<file path="config.mk">
export PLATFORM = sky130hd
export DESIGN_NAME = product_accumulator
export DESIGN_NICKNAME = d
export VERILOG_FILES = /design/src/rtl/product_accumulator_pkg.sv /design/src/rtl/product_accumulator_acc_sat_add.sv /design/src/rtl/product_accumulator.sv
export SDC_FILE = /design/constraint.sdc
export NUM_CORES = 1
export LEC_CHECK = 0
export ABC_AREA = 1
export CAP_MARGIN = 10
export CELL_PAD_IN_SITES_DETAIL_PLACEMENT = 1
export CELL_PAD_IN_SITES_GLOBAL_PLACEMENT = 1
export CORE_ASPECT_RATIO = 0.9
export CORE_MARGIN = 1
export CORE_UTILIZATION = 40
export CTS_CLUSTER_SIZE = 14
export DETAILED_ROUTE_END_ITERATION = 10
export HOLD_SLACK_MARGIN = 0.1
export PLACE_DENSITY_LB_ADDON = 0.1
export SETUP_SLACK_MARGIN = 0.05
export SLEW_MARGIN = 40
export SYNTH_ARGS = -nofsm -noshare
export SYNTH_HDL_FRONTEND = slang
export SYNTH_SLANG_ARGS = --single-unit
</file>
<file path="constraint.sdc">
create_clock -name clk -period 2.7 [get_ports clk]
set_input_delay 0.27 -clock clk [delete_from_list [all_inputs] [get_ports clk]]
set_output_delay 0.27 -clock clk [all_outputs]
set_load 0.01 [all_outputs]
</file>
<file path="src/rtl/product_accumulator_pkg.sv">
// -----------------------------------------------------------------------------
// product_accumulator_pkg
// Shared definitions for the product accumulator stage: the default product
// width (must track the 4x4 array multiplier output) and the group FSM states.
// No ports.
// -----------------------------------------------------------------------------
package product_accumulator_pkg;

    // Width of the product delivered by the upstream 4x4 multiplier.
    localparam int PROD_W_DEF = 8;

    // Group FSM: IDLE waits for the first beat, ACCUM sums further beats,
    // DONE presents the closed group until the consumer takes it.
    typedef enum logic [1:0] {
        IDLE  = 2'd0,
        ACCUM = 2'd1,
        DONE  = 2'd2
    } state_e;

endpackage : product_accumulator_pkg

</file>
<file path="src/rtl/product_accumulator_acc_sat_add.sv">
// -----------------------------------------------------------------------------
// acc_sat_add
// Combinational ACC_W-bit unsigned adder with carry-out. The carry-out marks
// that the true sum no longer fits in ACC_W bits.
// Optional feature macro: ACC_SATURATE_EN
//   defined     -> on carry-out the sum clamps to all-ones. Because every addend
//                  is non-negative, a clamped accumulator stays clamped for the
//                  rest of the group without any extra state.
//   not defined -> the sum wraps modulo 2**ACC_W.
// Ports:
//   acc_i    in  ACC_W  running accumulator value
//   prod_i   in  ACC_W  zero-extended product
//   sum_o    out ACC_W  wrapped or clamped sum
//   carry_o  out 1      carry-out of the full-width add
// -----------------------------------------------------------------------------
module acc_sat_add #(
    parameter int ACC_W = 16
) (
    input  logic [ACC_W-1:0] acc_i,
    input  logic [ACC_W-1:0] prod_i,
    output logic [ACC_W-1:0] sum_o,
    output logic             carry_o
);

    logic [ACC_W:0] full_s;

    // One-bit-wider add so the carry-out is visible.
    always_comb begin
        full_s  = {1'b0, acc_i} + {1'b0, prod_i};
        carry_o = full_s[ACC_W];
`ifdef ACC_SATURATE_EN
        if (full_s[ACC_W]) begin
            sum_o = {ACC_W{1'b1}};
        end else begin
            sum_o = full_s[ACC_W-1:0];
        end
`else
        sum_o = full_s[ACC_W-1:0];
`endif
    end

endmodule : acc_sat_add

</file>
<file path="src/rtl/product_accumulator.sv">
// -----------------------------------------------------------------------------
// product_accumulator
// Sums the multiplier's product stream into groups. A group closes on in_last
// or when its beat count reaches 2**CNT_W-1; the closed group is then held on
// out_* with out_valid until out_ready. One bubble cycle per group (DONE).
// Optional feature macro: ACC_SATURATE_EN (clamp instead of wrap, see
// acc_sat_add). Handshake and timing are identical in both builds.
// Ports:
//   clk         in   1       clock, rising edge
//   rst_n       in   1       asynchronous active-low reset
//   in_valid    in   1       in_product/in_last valid
//   in_ready    out  1       stage can accept a beat (low only in DONE)
//   in_product  in   PROD_W  unsigned product
//   in_last     in   1       beat closes the current group
//   out_valid   out  1       group result held on out_*
//   out_ready   in   1       consumer takes the result
//   out_sum     out  ACC_W   group sum (0 when out_valid is low)
//   out_count   out  CNT_W   beats in group (0 when out_valid is low)
//   out_ovf     out  1       sum exceeded 2**ACC_W-1 in this group
// -----------------------------------------------------------------------------
module product_accumulator
    import product_accumulator_pkg::*;
#(
    parameter int PROD_W = PROD_W_DEF,
    parameter int ACC_W  = 16,
    parameter int CNT_W  = 8
) (
    input  logic              clk,
    input  logic              rst_n,
    input  logic              in_valid,
    output logic              in_ready,
    input  logic [PROD_W-1:0] in_product,
    input  logic              in_last,
    output logic              out_valid,
    input  logic              out_ready,
    output logic [ACC_W-1:0]  out_sum,
    output logic [CNT_W-1:0]  out_count,
    output logic              out_ovf
);

    localparam logic [CNT_W-1:0] CNT_MAX = {CNT_W{1'b1}};
    localparam logic [CNT_W-1:0] CNT_ONE = {{(CNT_W-1){1'b0}}, 1'b1};

    state_e             state_q, state_d;
    logic [ACC_W-1:0]   acc_q, acc_d;
    logic [CNT_W-1:0]   cnt_q, cnt_d;
    logic               ovf_q, ovf_d;
    logic               out_valid_q, out_valid_d;
    logic [ACC_W-1:0]   out_sum_q, out_sum_d;
    logic [CNT_W-1:0]   out_cnt_q, out_cnt_d;
    logic               out_ovf_q, out_ovf_d;

    logic               beat_s;
    logic               close_s;
    logic [ACC_W-1:0]   add_base_s;
    logic [ACC_W-1:0]   add_prod_s;
    logic [ACC_W-1:0]   add_sum_s;
    logic               add_carry_s;
    logic [CNT_W-1:0]   cnt_next_s;
    logic               ovf_next_s;

    assign in_ready   = (state_q != DONE);
    assign beat_s     = in_valid & in_ready;
    assign add_prod_s = {{(ACC_W-PROD_W){1'b0}}, in_product};

    // Group start (IDLE) sums from zero so the previous group's state never leaks in.
    always_comb begin
        if (state_q == IDLE) begin
            add_base_s = {ACC_W{1'b0}};
            cnt_next_s = CNT_ONE;
            ovf_next_s = add_carry_s;
        end else begin
            add_base_s = acc_q;
            cnt_next_s = cnt_q + CNT_ONE;
            ovf_next_s = ovf_q | add_carry_s;
        end
        close_s = in_last | (cnt_next_s == CNT_MAX);
    end

    acc_sat_add #(
        .ACC_W (ACC_W)
    ) u_add (
        .acc_i   (add_base_s),
        .prod_i  (add_prod_s),
        .sum_o   (add_sum_s),
        .carry_o (add_carry_s)
    );

    // Next-state and output-register logic for the group FSM.
    always_comb begin
        state_d     = state_q;
        acc_d       = acc_q;
        cnt_d       = cnt_q;
        ovf_d       = ovf_q;
        out_valid_d = out_valid_q;
        out_sum_d   = out_sum_q;
        out_cnt_d   = out_cnt_q;
        out_ovf_d   = out_ovf_q;
        case (state_q)
            IDLE, ACCUM: begin
                if (beat_s) begin
                    acc_d = add_sum_s;
                    cnt_d = cnt_next_s;
                    ovf_d = ovf_next_s;
                    if (close_s) begin
                        // Result registers load with the closing beat so out_*
                        // are valid the very next cycle.
                        state_d     = DONE;
                        out_valid_d = 1'b1;
                        out_sum_d   = add_sum_s;
                        out_cnt_d   = cnt_next_s;
                        out_ovf_d   = ovf_next_s;
                    end else begin
                        state_d = ACCUM;
                    end
                end else begin
                    state_d = state_q;
                end
            end
            DONE: begin
                if (out_ready) begin
                    state_d     = IDLE;
                    acc_d       = {ACC_W{1'b0}};
                    cnt_d       = {CNT_W{1'b0}};
                    ovf_d       = 1'b0;
                    out_valid_d = 1'b0;
                    out_sum_d   = {ACC_W{1'b0}};
                    out_cnt_d   = {CNT_W{1'b0}};
                    out_ovf_d   = 1'b0;
                end else begin
                    state_d = DONE;
                end
            end
            default: begin
                state_d     = IDLE;
                acc_d       = {ACC_W{1'b0}};
                cnt_d       = {CNT_W{1'b0}};
                ovf_d       = 1'b0;
                out_valid_d = 1'b0;
                out_sum_d   = {ACC_W{1'b0}};
                out_cnt_d   = {CNT_W{1'b0}};
                out_ovf_d   = 1'b0;
            end
        endcase
    end

    // State and datapath registers, cleared asynchronously.
    always_ff @(posedge clk or negedge rst_n) begin
        if (!rst_n) begin
            state_q     <= IDLE;
            acc_q       <= {ACC_W{1'b0}};
            cnt_q       <= {CNT_W{1'b0}};
            ovf_q       <= 1'b0;
            out_valid_q <= 1'b0;
            out_sum_q   <= {ACC_W{1'b0}};
            out_cnt_q   <= {CNT_W{1'b0}};
            out_ovf_q   <= 1'b0;
        end else begin
            state_q     <= state_d;
            acc_q       <= acc_d;
            cnt_q       <= cnt_d;
            ovf_q       <= ovf_d;
            out_valid_q <= out_valid_d;
            out_sum_q   <= out_sum_d;
            out_cnt_q   <= out_cnt_d;
            out_ovf_q   <= out_ovf_d;
        end
    end

    assign out_valid = out_valid_q;
    assign out_sum   = out_sum_q;
    assign out_count = out_cnt_q;
    assign out_ovf   = out_ovf_q;

endmodule : product_accumulator

</file>
==> report_table.html, run 1 <==
<table>
<tr><th>Metric</th><th>Value</th></tr>
<tr><th colspan="2">Floorplanning</th></tr>
<tr><td>Die Y</td><td>84.7 um</td></tr>
<tr><td>Die ar.</td><td>0.00794 sq mm</td></tr>
<tr><td>Top Ports</td><td>40</td></tr>
<tr><td>Starting Density</td><td>42.3%</td></tr>
<tr><td>Core outline area</td><td>0.00718 sq mm</td></tr>
<tr><td>Horiz. Die Dim</td><td>93.8 um</td></tr>
<tr><td>Number of rows in the core area</td><td>29</td></tr>
<tr><th colspan="2">Power</th></tr>
<tr><td>Internal power consumption</td><td>1730 uW</td></tr>
<tr><td>Logic gate share of total power</td><td>44.5%</td></tr>
<tr><td>Seq pwr share</td><td>36.3%</td></tr>
<tr><td>Pwr/cell area</td><td>793 mW/mm^2</td></tr>
<tr><td>Power dissipated by switching net loads</td><td>1170 uW</td></tr>
<tr><td>IR drop worst, VDD</td><td>0.376 mV</td></tr>
<tr><td>Share of power burned in the clock network</td><td>19.1%</td></tr>
<tr><td>Fraction of power spent switching nets</td><td>40.4%</td></tr>
<tr><td>Overall power after layout</td><td>2910 uW</td></tr>
<tr><td>Leak pwr</td><td>0.00181 uW</td></tr>
<tr><th colspan="2">Layout</th></tr>
<tr><td>Most frequent cells in the layout</td><td>sky130_fd_sc_hd__nand2_1, sky130_fd_sc_hd__nor2_1, sky130_fd_sc_hd__dfrtp_1, sky130_fd_sc_hd__inv_1, sky130_fd_sc_hd__clkdlybuf4s50_1</td></tr>
<tr><td>Antenna diodes</td><td>0</td></tr>
<tr><td>Count of non-filler cells in the finished layout</td><td>562</td></tr>
<tr><td>Register area</td><td>0.00133 sq mm</td></tr>
<tr><td>Multi-input combinational cell area</td><td>0.00146 sq mm</td></tr>
<tr><td>Fin nets</td><td>491</td></tr>
<tr><td>Leading cell type in the layout, fill and taps excluded</td><td>sky130_fd_sc_hd__nand2_1</td></tr>
<tr><td>Fill cell instance count of the final layout</td><td>941</td></tr>
<tr><td>Area growth from synthesis to layout</td><td>20.7%</td></tr>
<tr><td>Share of post-route cells with drive strength above 1</td><td>6.18%</td></tr>
<tr><th colspan="2">Clock tree</th></tr>
<tr><td>Num CTS Buffers</td><td>5</td></tr>
<tr><td>Number of H-tree levels</td><td>2</td></tr>
<tr><td>Maximum clock insertion buffer count</td><td>2</td></tr>
<tr><td>CTS tree</td><td>yes</td></tr>
<tr><td>Buffer cell driving the clock tree root</td><td>sky130_fd_sc_hd__clkbuf_8</td></tr>
<tr><td>Worst skew pair latency</td><td>0.32 ns</td></tr>
<tr><td>Total clock sinks</td><td>53</td></tr>
<tr><td>Worst-path clk slew</td><td>0.11 ns</td></tr>
<tr><th colspan="2">Timing</th></tr>
<tr><td>Minimum period implied by the final worst setup slack</td><td>2.38 ns</td></tr>
<tr><td>Final setup violation count</td><td>0</td></tr>
<tr><td>Number of pins exceeding their max-slew limit in the final report</td><td>0</td></tr>
<tr><td>Unrepaired setup endpoints after global routing</td><td>no</td></tr>
<tr><td>Relative slew margins</td><td>57.2%</td></tr>
<tr><td>Transition time of the tightest slew-check pin</td><td>0.637 ns</td></tr>
<tr><td>Fin crit share</td><td>88.1%</td></tr>
<tr><td>Final number of hold-violating endpoints</td><td>0</td></tr>
<tr><td>Max frequency</td><td>0.420 GHz</td></tr>
<tr><td>Final setup skew</td><td>0.0126 ns</td></tr>
<tr><td>Setup TNS after final layout</td><td>0 ns</td></tr>
<tr><th colspan="2">Place</th></tr>
<tr><td>Placed Instances</td><td>553</td></tr>
<tr><td>Number of port buffers</td><td>39</td></tr>
<tr><td>Post-DP HPWL</td><td>6190 um</td></tr>
<tr><td>Placer congestion estimate</td><td>0.803</td></tr>
<tr><th colspan="2">Drt</th></tr>
<tr><td>Antenna Violating Nets Remaining</td><td>0</td></tr>
<tr><td>WL/cell</td><td>14.6 um</td></tr>
<tr><td>Vias per inst</td><td>5.08</td></tr>
<tr><td>Number of design rule violations left after detail routing</td><td>0</td></tr>
<tr><td>Overall routed net length</td><td>8200 um</td></tr>
<tr><td>Via Count</td><td>2,856</td></tr>
<tr><td>Drt pass-1 iters</td><td>4</td></tr>
<tr><td>Number of DRC markers in iteration 0</td><td>142</td></tr>
<tr><th colspan="2">Critical path</th></tr>
<tr><td>Critical Path AT</td><td>2.59 ns</td></tr>
<tr><td>Max FO, Critical Path</td><td>9</td></tr>
<tr><td>Worst setup path class</td><td>reg2reg</td></tr>
<tr><td>Critical Path Sink Type</td><td>flop</td></tr>
<tr><td>Critical Path RT</td><td>2.91 ns</td></tr>
<tr><td>Element type at the critical path start</td><td>flop</td></tr>
<tr><th colspan="2">Synth</th></tr>
<tr><td>Library cell with the largest summed area after synthesis</td><td>sky130_fd_sc_hd__dfrtp_1</td></tr>
<tr><td>Syn Inst Count</td><td>425</td></tr>
<tr><td>Post-synth cell types</td><td>25</td></tr>
<tr><td>Share of Yosys cell area claimed by the top area cell type</td><td>43.7%</td></tr>
<tr><td>Mean instance size in the synthesized netlist</td><td>7.15 sq um</td></tr>
<tr><td>Summed instance area of the synthesized netlist</td><td>0.00304 sq mm</td></tr>
<tr><td>Leading cell types by total area after synthesis</td><td>sky130_fd_sc_hd__dfrtp_1, sky130_fd_sc_hd__nand2_1, sky130_fd_sc_hd__nor2_1</td></tr>
<tr><td>Number of warnings reported in the yosys synthesis log</td><td>0</td></tr>
<tr><td>Flop and latch count out of synthesis</td><td>53</td></tr>
<tr><td>Synthesized Nets</td><td>448</td></tr>
<tr><td>Portion of the post-synthesis area used by sequential elements</td><td>43.7%</td></tr>
<tr><th colspan="2">Job</th></tr>
<tr><td>Number of maximum-capacitance constraint violations</td><td>0</td></tr>
<tr><th colspan="2">Global route</th></tr>
<tr><td>Largest net degree at the start of global routing</td><td>27</td></tr>
<tr><td>Total global routing overflow</td><td>0</td></tr>
<tr><td>Number of antenna violations at the first check in global routing</td><td>0</td></tr>
<tr><td>Vias in the first global route</td><td>2,939</td></tr>
<tr><td>Global-route usage over all layers</td><td>22.9%</td></tr>
<tr><td>First-pass GRT wire length</td><td>14,100 um</td></tr>
<tr><th colspan="2">Min path</th></tr>
<tr><td>Class of the worst hold path</td><td>in2async</td></tr>
<tr><th colspan="2">Run status</th></tr>
<tr><td>Run status</td><td>finished, final reports clean</td></tr>
</table>
state kept, by name, indices dropped and copies added (netlist names):
name and count:
out_valid 1, ovf_q 1, state_q 2, out_sum 16, acc_q 16, cnt_q 8
out_count 8, out_ovf 1
power by group through the flow:
stage	clock network (uW)	logic [uW]	registers (uW)
finish	556	1290	1060
detailed placement	0	1290	1070
floorplan	0	767	1110
global route	600	1460	1080
global placement	0	1250	1070
CTS	575	1300	1060
cells in the mapped netlist:
| cell type | instances |
|---|---|
| sky130_fd_sc_hd__a21oi_1 | 12 |
| sky130_fd_sc_hd__a22o_1 | 1 |
| sky130_fd_sc_hd__a31oi_1 | 1 |
| sky130_fd_sc_hd__buf_2 | 5 |
| sky130_fd_sc_hd__buf_4 | 2 |
| sky130_fd_sc_hd__buf_6 | 2 |
| sky130_fd_sc_hd__clkbuf_1 | 5 |
| sky130_fd_sc_hd__dfrtp_1 | 53 |
| sky130_fd_sc_hd__fa_1 | 1 |
| sky130_fd_sc_hd__ha_1 | 9 |
| sky130_fd_sc_hd__inv_1 | 47 |
| sky130_fd_sc_hd__inv_2 | 1 |
| sky130_fd_sc_hd__nand2_1 | 143 |
| sky130_fd_sc_hd__nand2_4 | 2 |
| sky130_fd_sc_hd__nand3_1 | 37 |
| sky130_fd_sc_hd__nand3_2 | 1 |
| sky130_fd_sc_hd__nand3_4 | 1 |
| sky130_fd_sc_hd__nand4_1 | 6 |
| sky130_fd_sc_hd__nor2_1 | 55 |
| sky130_fd_sc_hd__nor2_2 | 3 |
| sky130_fd_sc_hd__nor2_4 | 1 |
| sky130_fd_sc_hd__nor3_1 | 2 |
| sky130_fd_sc_hd__o21ai_0 | 28 |
| sky130_fd_sc_hd__o21bai_1 | 1 |
| sky130_fd_sc_hd__o22ai_1 | 6 |
cells by family (layout without fill, tap and decap cells):
family / after synthesis / after routing / share of synthesized area, %
simple gates: 251 / 251 / 34.8
buf+inv: 62 / 106 / 8.61
flops: 53 / 53 / 43.7
compound gates: 49 / 49 / 8.57
fa+ha+maj: 10 / 10 / 4.37
stage by stage:
stage / setup slack (ns) / hold WS, ns / utilization, % / cell area (sq um)
floorplan: 0.293 / -0.0256 / - / 3040
global placement: 0.118 / 0.126 / 49.2 / 3530
detailed placement: 0.0141 / 0.127 / 49.2 / 3530
CTS: 0.164 / 0.310 / 50.9 / 3650
global route: 0.0832 / 0.332 / 51.0 / 3660
finish: 0.320 / 0.305 / 51.0 / 3660
final timing paths:
check,from,endpoint,slack (ns),cells past startpoint
max,state_q[1],out_sum[10],0.32,15
min,rst_n,out_sum[0],0.30,2
max reg2reg,state_q[1],out_sum[10],0.32,15
min reg2reg,out_sum[4],out_sum[4],0.48,2
max in group asynchronous,rst_n,acc_q[0],1.83,3
min in group clk,out_sum[4],out_sum[4],0.48,2
repair_timing:
action,4_1_cts,5_1_grt
resized for setup,0,3
hold buffers,1,0
endpoints found under the setup margin,0,10
endpoints found under the hold margin,6,0
buffers inserted,0,0
critical path: stages, from the launching register on:
cell and delay, ns:
sky130_fd_sc_hd__dfrtp_1 0.38, sky130_fd_sc_hd__nor2_2 0.10, sky130_fd_sc_hd__nor2_1 0.11, sky130_fd_sc_hd__ha_1 0.18
sky130_fd_sc_hd__inv_1 0.07, sky130_fd_sc_hd__fa_1 0.37, sky130_fd_sc_hd__inv_1 0.10, sky130_fd_sc_hd__nand2_1 0.08
sky130_fd_sc_hd__a21oi_2 0.18, sky130_fd_sc_hd__nand2_1 0.12, sky130_fd_sc_hd__nand2_4 0.12, sky130_fd_sc_hd__nand2_1 0.06
sky130_fd_sc_hd__o21ai_0 0.21, sky130_fd_sc_hd__nor2_1 0.07, sky130_fd_sc_hd__nand3_1 0.08, sky130_fd_sc_hd__nand2_1 0.05
per-layer routing:
metal | vias to the layer above | GRT usage, % | wire (um)
li1 | 1427 | - | -
met1 | 1370 | 32.7 | 4040
met2 | 55 | 36.7 | 3770
met3 | 4 | 4.08 | 351
met4 | 0 | 4.06 | 42
met5 | - | 0 | 0
layout make-up:
type	instances	share of cell area [%]
multi-input combinational	310	39.8
sequential	53	36.2
timing repair buffer	50	12.8
inverter	48	4.92
tap	93	3.18
clock buffer	6	1.98
clock inverter	2	1.06
(Power assumes the default switching activity.)
==> run 2: changes to the inputs <==
- CAP_MARGIN: 10 -> 40
- clock period: 2.7 -> 2.6 ns (I/O delays scaled with it)
==> report_table.html, run 2 (synthesis gave the netlist of run 1 again) <==
<table>
<tr><th>Metric</th><th>Value</th></tr>
<tr><th colspan="2">Clock tree</th></tr>
<tr><td>Total clock sinks</td><td>53</td></tr>
<tr><td>Number of H-tree levels</td><td>2</td></tr>
<tr><td>Num CTS Buffers</td><td>5</td></tr>
<tr><td>Buffer cell driving the clock tree root</td><td>sky130_fd_sc_hd__clkbuf_8</td></tr>
<tr><td>Worst skew pair latency</td><td>0.31 ns</td></tr>
<tr><td>Worst-path clk slew</td><td>0.10 ns</td></tr>
<tr><td>Maximum clock insertion buffer count</td><td>2</td></tr>
<tr><td>CTS tree</td><td>yes</td></tr>
<tr><th colspan="2">Floorplanning</th></tr>
<tr><td>Core outline area</td><td>0.00718 sq mm</td></tr>
<tr><td>Die Y</td><td>84.7 um</td></tr>
<tr><td>Starting Density</td><td>42.3%</td></tr>
<tr><td>Top Ports</td><td>40</td></tr>
<tr><td>Number of rows in the core area</td><td>29</td></tr>
<tr><td>Horiz. Die Dim</td><td>93.8 um</td></tr>
<tr><td>Die ar.</td><td>0.00794 sq mm</td></tr>
<tr><th colspan="2">Drt</th></tr>
<tr><td>Number of design rule violations left after detail routing</td><td>0</td></tr>
<tr><td>WL/cell</td><td>14.4 um</td></tr>
<tr><td>Vias per inst</td><td>4.99</td></tr>
<tr><td>Drt pass-1 iters</td><td>5</td></tr>
<tr><td>Number of DRC markers in iteration 0</td><td>82</td></tr>
<tr><td>Antenna Violating Nets Remaining</td><td>0</td></tr>
<tr><td>Via Count</td><td>2,804</td></tr>
<tr><td>Overall routed net length</td><td>8080 um</td></tr>
<tr><th colspan="2">Power</th></tr>
<tr><td>Pwr/cell area</td><td>824 mW/mm^2</td></tr>
<tr><td>IR drop worst, VDD</td><td>0.325 mV</td></tr>
<tr><td>Seq pwr share</td><td>36.3%</td></tr>
<tr><td>Fraction of power spent switching nets</td><td>40.5%</td></tr>
<tr><td>Overall power after layout</td><td>3040 uW</td></tr>
<tr><td>Logic gate share of total power</td><td>44.5%</td></tr>
<tr><td>Internal power consumption</td><td>1810 uW</td></tr>
<tr><td>Share of power burned in the clock network</td><td>19.2%</td></tr>
<tr><td>Leak pwr</td><td>0.00181 uW</td></tr>
<tr><td>Power dissipated by switching net loads</td><td>1230 uW</td></tr>
<tr><th colspan="2">Timing</th></tr>
<tr><td>Transition time of the tightest slew-check pin</td><td>0.625 ns</td></tr>
<tr><td>Fin crit share</td><td>88.2%</td></tr>
<tr><td>Unrepaired setup endpoints after global routing</td><td>yes</td></tr>
<tr><td>Number of pins exceeding their max-slew limit in the final report</td><td>0</td></tr>
<tr><td>Minimum period implied by the final worst setup slack</td><td>2.29 ns</td></tr>
<tr><td>Final setup skew</td><td>0.00664 ns</td></tr>
<tr><td>Final number of hold-violating endpoints</td><td>0</td></tr>
<tr><td>Max frequency</td><td>0.436 GHz</td></tr>
<tr><td>Relative slew margins</td><td>58.0%</td></tr>
<tr><td>Final setup violation count</td><td>0</td></tr>
<tr><th colspan="2">Global route</th></tr>
<tr><td>Largest net degree at the start of global routing</td><td>54</td></tr>
<tr><td>First-pass GRT wire length</td><td>13,900 um</td></tr>
<tr><td>Vias in the first global route</td><td>2,864</td></tr>
<tr><td>Global-route usage over all layers</td><td>22.5%</td></tr>
<tr><td>Total global routing overflow</td><td>0</td></tr>
<tr><td>Number of antenna violations at the first check in global routing</td><td>0</td></tr>
<tr><th colspan="2">Critical path</th></tr>
<tr><td>Critical Path AT</td><td>2.54 ns</td></tr>
<tr><td>R2R Setup Slk</td><td>0.31 ns</td></tr>
<tr><td>Worst setup path class</td><td>reg2reg</td></tr>
<tr><td>Critical Path Sink Type</td><td>flop</td></tr>
<tr><td>Element type at the critical path start</td><td>flop</td></tr>
<tr><td>Endpoint of the lowest-slack register-to-register path</td><td>acc_q[14]</td></tr>
<tr><td>Max FO, Critical Path</td><td>9</td></tr>
<tr><td>Worst setup path startpoint</td><td>state_q[1]</td></tr>
<tr><td>Cells on worst reg2reg path</td><td>16</td></tr>
<tr><td>Critical Path RT</td><td>2.84 ns</td></tr>
<tr><td>R2r startpoint</td><td>state_q[1]</td></tr>
<tr><th colspan="2">Layout</th></tr>
<tr><td>Leading cell type in the layout, fill and taps excluded</td><td>sky130_fd_sc_hd__nand2_1</td></tr>
<tr><td>Antenna diodes</td><td>0</td></tr>
<tr><td>Most frequent cells in the layout</td><td>sky130_fd_sc_hd__nand2_1, sky130_fd_sc_hd__nor2_1, sky130_fd_sc_hd__dfrtp_1, sky130_fd_sc_hd__inv_1, sky130_fd_sc_hd__clkdlybuf4s50_1</td></tr>
<tr><td>Share of post-route cells with drive strength above 1</td><td>6.40%</td></tr>
<tr><td>Fin nets</td><td>491</td></tr>
<tr><td>Area growth from synthesis to layout</td><td>21.4%</td></tr>
<tr><td>Post-Route Utilization</td><td>51.3%</td></tr>
<tr><td>Fill cell instance count of the final layout</td><td>924</td></tr>
<tr><th colspan="2">Job</th></tr>
<tr><td>Number of maximum-capacitance constraint violations</td><td>0</td></tr>
<tr><th colspan="2">Place</th></tr>
<tr><td>Number of port buffers</td><td>39</td></tr>
<tr><td>Post-DP HPWL</td><td>5790 um</td></tr>
<tr><td>Placer congestion estimate</td><td>0.822</td></tr>
<tr><th colspan="2">Min path</th></tr>
<tr><td>Class of the worst hold path</td><td>in2async</td></tr>
<tr><th colspan="2">Run status</th></tr>
<tr><td>Run status</td><td>finished, final reports clean</td></tr>
</table>
run 2: cell type report:
type	instances	area (sq um)	share of cell area, %
Timing Repair Buffer	50	483	13.1
Multi-Input combinational cell	310	1470	39.7
Tap cell	93	116	3.16
Clock buffer	5	68.8	1.87
Sequential cell	53	1330	36.0
Inverter	48	180	4.89
Clock inverter	3	46.3	1.26
run 2: critical path: stages (launching register included):
cell                      delay [ns]
sky130_fd_sc_hd__dfrtp_1        0.41
sky130_fd_sc_hd__nor2_4         0.08
sky130_fd_sc_hd__nor2_1         0.10
sky130_fd_sc_hd__ha_1           0.18
sky130_fd_sc_hd__inv_1          0.05
sky130_fd_sc_hd__fa_1           0.35
sky130_fd_sc_hd__inv_1          0.09
sky130_fd_sc_hd__nand2_1        0.08
sky130_fd_sc_hd__a21oi_2        0.16
sky130_fd_sc_hd__nand2_1        0.10
sky130_fd_sc_hd__nand2_4        0.11
sky130_fd_sc_hd__nand3_1        0.11
sky130_fd_sc_hd__nand2_1        0.10
sky130_fd_sc_hd__nand2_1        0.05
sky130_fd_sc_hd__nor2_1         0.12
sky130_fd_sc_hd__nand2_1        0.06
sky130_fd_sc_hd__o21ai_0        0.07
run 2: metal layers:
| layer | up-vias | part of all wire, % | track usage, % |
|---|---|---|---|
| met3 | 3 | 3.0 | 4.08 |
| met4 | 0 | 0.27 | 4.20 |
| li1 | 1434 | - | - |
| met2 | 40 | 45 | 35.6 |
| met5 | - | 0 | 0 |
| met1 | 1327 | 52 | 32.3 |
run 2: per-stage QoR:
stage	cells	instance area, sq um	worst slack, ns	hold WS (ns)	setup TNS, ns
2_1_floorplan	425	3040	0.193	-0.0356	0
3_3_place_gp	552	3540	0.0258	0.284	0
3_5_place_dp	552	3540	-0.0260	0.295	-0.0459
4_1_cts	561	3660	0.108	0.480	0
5_1_grt	562	3690	0.0213	0.498	0
6_report	562	3690	0.307	0.467	0
run 2: worst max-delay path by stage:
stage	endpoint	slack, ns
floorplan	out_sum[10]	0.19
global placement	out_sum[14]	0.03
detailed placement	acc_q[14]	-0.03
CTS	acc_q[14]	0.11
global route	acc_q[14]	0.02
finish	acc_q[14]	0.31
run 2: power groups by stage:
stage          sequential (uW)  clock [uW]  combinational (uW)
2_1_floorplan             1150           0                 796
3_3_place_gp              1110           0                1300
3_5_place_dp              1120           0                1340
4_1_cts                   1100         602                1350
5_1_grt                   1130         628                1540
6_report                  1100         584                1350
run 2: timing repair:
| item | CTS | global route |
|---|---|---|
| setup endpoints to repair | 0 | 13 |
| hold endpoints to repair | 53 | 0 |
| hold buffers | 1 | 0 |
| setup buffers | 0 | 1 |
| resized for setup | 0 | 4 |
